===== config.mk =====
export PLATFORM = sky130hd
export DESIGN_NAME = param_updown_counter
export DESIGN_NICKNAME = d
export VERILOG_FILES = /design/src/rtl/param_updown_counter.sv
export SDC_FILE = /design/constraint.sdc
export NUM_CORES = 1
export LEC_CHECK = 0
export CORE_AREA = 4 4 41 43
export DETAILED_ROUTE_END_ITERATION = 10
export DIE_AREA = 0 0 45 47
export PLACE_DENSITY = 0.68
export SYNTH_ARGS = -nofsm -noshare
export SYNTH_HDL_FRONTEND = slang
export SYNTH_SLANG_ARGS = --single-unit

===== constraint.sdc =====
create_clock -name clk -period 3.3 [get_ports clk]
set_clock_uncertainty 0.1 [all_clocks]
set_input_delay 0.33 -clock clk [delete_from_list [all_inputs] [get_ports clk]]
set_output_delay 0.33 -clock clk [all_outputs]
set_load 0.01 [all_outputs]

===== src/rtl/param_updown_counter.sv =====
// Loadable up/down counter with programmable upper terminal, saturate/wrap modes and a
// registered terminal pulse. Optional sticky overflow flag is enabled by CNT_STICKY_OVF_EN.
module param_updown_counter #(
    parameter int               WIDTH   = 3,
    parameter logic [WIDTH-1:0] RST_VAL = '0
) (
    input  logic             clk,
    input  logic             rst,
    input  logic             ld_cnt,
    input  logic             cnt,
    input  logic             up,
    input  logic             wrap,
    input  logic [WIDTH-1:0] init0,
    input  logic [WIDTH-1:0] lim,
`ifdef CNT_STICKY_OVF_EN
    input  logic             ovf_clr,
    output logic             ovf_sticky,
`endif
    output logic [WIDTH-1:0] parout,
    output logic             co,
    output logic             tc
);

    localparam logic [WIDTH-1:0] ONE = WIDTH'(1);

    logic [WIDTH-1:0] parout_reg;
    logic [WIDTH-1:0] parout_next;
    logic             tc_reg;
    logic             tc_next;

    // Up mode treats anything at or above lim as terminal, so a count loaded above lim
    // saturates or wraps instead of running on to the modulo rollover.
    assign co = up ? (parout_reg >= lim) : (parout_reg == '0);

    always_comb begin
        parout_next = parout_reg;
        tc_next     = 1'b0;
        if (ld_cnt) begin
            parout_next = init0;
        end else if (cnt) begin
            if (!co) begin
                parout_next = up ? (parout_reg + ONE) : (parout_reg - ONE);
            end else begin
                tc_next = 1'b1;
                if (wrap) begin
                    parout_next = up ? '0 : lim;
                end
            end
        end
    end

    always_ff @(posedge clk or negedge rst) begin
        if (!rst) begin
            parout_reg <= RST_VAL;
            tc_reg     <= 1'b0;
        end else begin
            parout_reg <= parout_next;
            tc_reg     <= tc_next;
        end
    end

`ifdef CNT_STICKY_OVF_EN
    logic ovf_sticky_reg;

    // Clear has priority over a coincident terminal event.
    always_ff @(posedge clk or negedge rst) begin
        if (!rst) begin
            ovf_sticky_reg <= 1'b0;
        end else if (ovf_clr) begin
            ovf_sticky_reg <= 1'b0;
        end else if (tc_next) begin
            ovf_sticky_reg <= 1'b1;
        end
    end

    assign ovf_sticky = ovf_sticky_reg;
`endif

    assign parout = parout_reg;
    assign tc     = tc_reg;

endmodule


==> flow_summary.ini <==
[synth]
synth_seq_cells = 4
syn_inst = 56
synthMuxAreaShare = 0
synthSimpleGateAreaFrac = 0.247
syn_nets = 72
ys_types = 26
synth_edf_count = 0
syn_area_um2 = 450
synth-seq-area-share = 0.222
synth_top_family_by_area = compound AO/OA/AOI/OAI gates
synth-main-ff-cell = dfrtp_1
synth_compound_area_frac = 0.333
yosysWarnings = 0
syn-mean-instance-area_um2 = 8.04
synth_area_leader_cell = dfrtp_1
synthXorXnorAreaFrac = 0.0194
yosys.area_share.adder = 0.128
async_flop_share = 1.00
yosysTopAreaCellShare = 0.222
ys_top_cells_by_area = dfrtp_1, ha_1, a21oi_1

[detailed_routing]
post_drt_wl_per_cell_um = 13.3
drtIter0Drc = 17
firstDrtPassIters = 4
met2_length_um = 591
vias_per_cell = 5.36
drc = 0
antenna_left = 0
wl_met3_um = 93
routed.top_layer = met4
drt_wl_total_um = 1190
met1_length_um = 493
route.vias.total = 477

[clock_tree]
postCtsSetupRepairBufs = 0
insertion_delay_ns = 0.24
htree_levels = 1
cts_tree = done
root_buffer = clkbuf_4
hold_buffers = 0
path_clk_slew_ns = 0.04
cts.sinks = 4
clock_path_buffers = 2
cts_resized = 0
numCtsBuffers = 3

[sta]
whs_ns = 0.193
worst_pin_slew_ns = 0.320
grt_setup_unrepaired = no
fmax_mhz = 368
max-slew-margin-rel = 0.786
setup_tns_ns = 0
setup_viol = 0
period_minus_slack_ns = 2.72
fin_crit_sh = 0.823
final-hold-violation-count = 0
final-max-slew-violation-count = 0

[setup_path]
end_kind = output port
crit_slowest_cell = clkdlybuf4s50_1
cp.required_ns = 2.87
cp_max_fo = 7
cp-start-kind = register
path_class = register to output port
worst-endpoint-arrival_ns = 2.29
critical-path-top-delay-family = buffers and inverters
cp_cell_sequence = inv_1 > ha_1 > and2b_4 > o211ai_1 > o21ai_1 > inv_2 > clkdlybuf4s50_1
crit_buf_inv = 3
max_stage_delay_ns = 0.52

[pwr]
combPwrFrac = 0.466
p_clk_frac = 0.254
ir_worst_vdd_v = 0.000144
p_int_mw = 0.160
cellPowerDensity_mw_per_mm2 = 386
p_leak_nw = 0.265
p_seq_frac = 0.280
power.share.switching = 0.361
p_switching_mw = 0.0903

[grt]
grt_overflow = 0
first_global_vias = 436
grt_max_degree = 10
antenna_found_initial = 0
grt_pass1_wl_um = 1860
grt.total_usage = 0.124

[die]
die_h_um = 47
core_area_mm2 = 0.00130
die_x_um = 45
initial_core_util = 0.346
io_pins = 17
num_rows = 13
dieArea_mm2 = 0.00212

[placement]
dp_hpwl_um = 859
io_buffers = 16
gp_congestion = 0.839

[final_layout]
drive_above_1_share = 0.149
layout.nets = 92
largest_reg_flops = 3
diodes = 0
syn_to_final_growth_pct = 43.9

[hold_path]
worstHoldPathType = primary input to async pin

[status]
status = finished, final reports clean

[flow_run]
maxCapViolations = 0
synth_stat cells, types with 2 or more instances:
library cell,number
nor2_1,6
nand2_1,6
inv_1,4
o21ai_0,4
ha_1,3
dfrtp_1,4
and2b_4,2
o211ai_1,2
a21oi_1,5
o21ai_1,2
nor2b_1,3
area by class of cell:
cell class / count / area, um^2
fill: 138 / 653
multi-input combinational: 46 / 328
timing repair buffer: 16 / 160
sequential: 4 / 100
clock buffer: 3 / 22.5
inverter: 5 / 18.8
tap: 15 / 18.8
stage by stage:
step,total power [mW],std cells,utilization,setup WS (ns),instance area (um^2)
6_report,0.250,89,0.498,0.584,648
5_1_grt,0.270,89,0.498,0.439,648
4_1_cts,0.252,89,0.498,0.554,648
3_5_place_dp,0.186,86,0.481,0.637,626
3_3_place_gp,0.184,86,0.481,0.692,626
2_1_floorplan,0.137,56,-,1.30,450
cell families after synthesis:
logic type | count (synthesis)
AO/OA/AOI/OAI | 21
XOR/XNOR | 1
adder cells (fa/ha/maj) | 4
buffers and inverters | 6
flip-flops | 4
AND/OR/NAND/NOR | 20
routing by layer:
layer | vias to the layer above | GRT usage
met5 | - | 0
met4 | 0 | 0.0702
met3 | 4 | 0.0115
met2 | 29 | 0.218
met1 | 205 | 0.147
li1 | 239 | -
path summary, 6_finish.rpt:
check / from / to / slack, ns / cells after the start
max: parout[0] / co / 0.58 / 7
min: rst / parout[0] / 0.19 / 1
max reg2reg: parout[0] / parout[1] / 1.19 / 7
min reg2reg: parout[1] / parout[1] / 0.64 / 2
max in group asynchronous: rst / parout[2] / 2.73 / 1
min in group clk: init0[1] / parout[1] / 0.60 / 3
power by group through the flow:
stage	Clock [mW]	Combinational, mW	Sequential, mW
2_1_floorplan	0	0.0670	0.0701
3_3_place_gp	0	0.114	0.0704
3_5_place_dp	0	0.115	0.0703
4_1_cts	0.0654	0.117	0.0698
5_1_grt	0.0694	0.129	0.0712
6_report	0.0636	0.117	0.0700
cells in the final DEF, fill, tap and decap left out, types with 2 or more instances in the layout:
master / Yosys / final
nor2b_1: 3 / 3
dfrtp_1: 4 / 4
o21ai_0: 4 / 4
clkbuf_4: 0 / 3
o211ai_1: 2 / 2
ha_1: 3 / 3
inv_1: 4 / 4
clkdlybuf4s50_1: 0 / 16
o21ai_1: 2 / 2
nor2_1: 6 / 6
and2b_4: 2 / 2
a21oi_1: 5 / 5
nand2_1: 6 / 6
Power figures use the tool's default switching activity.
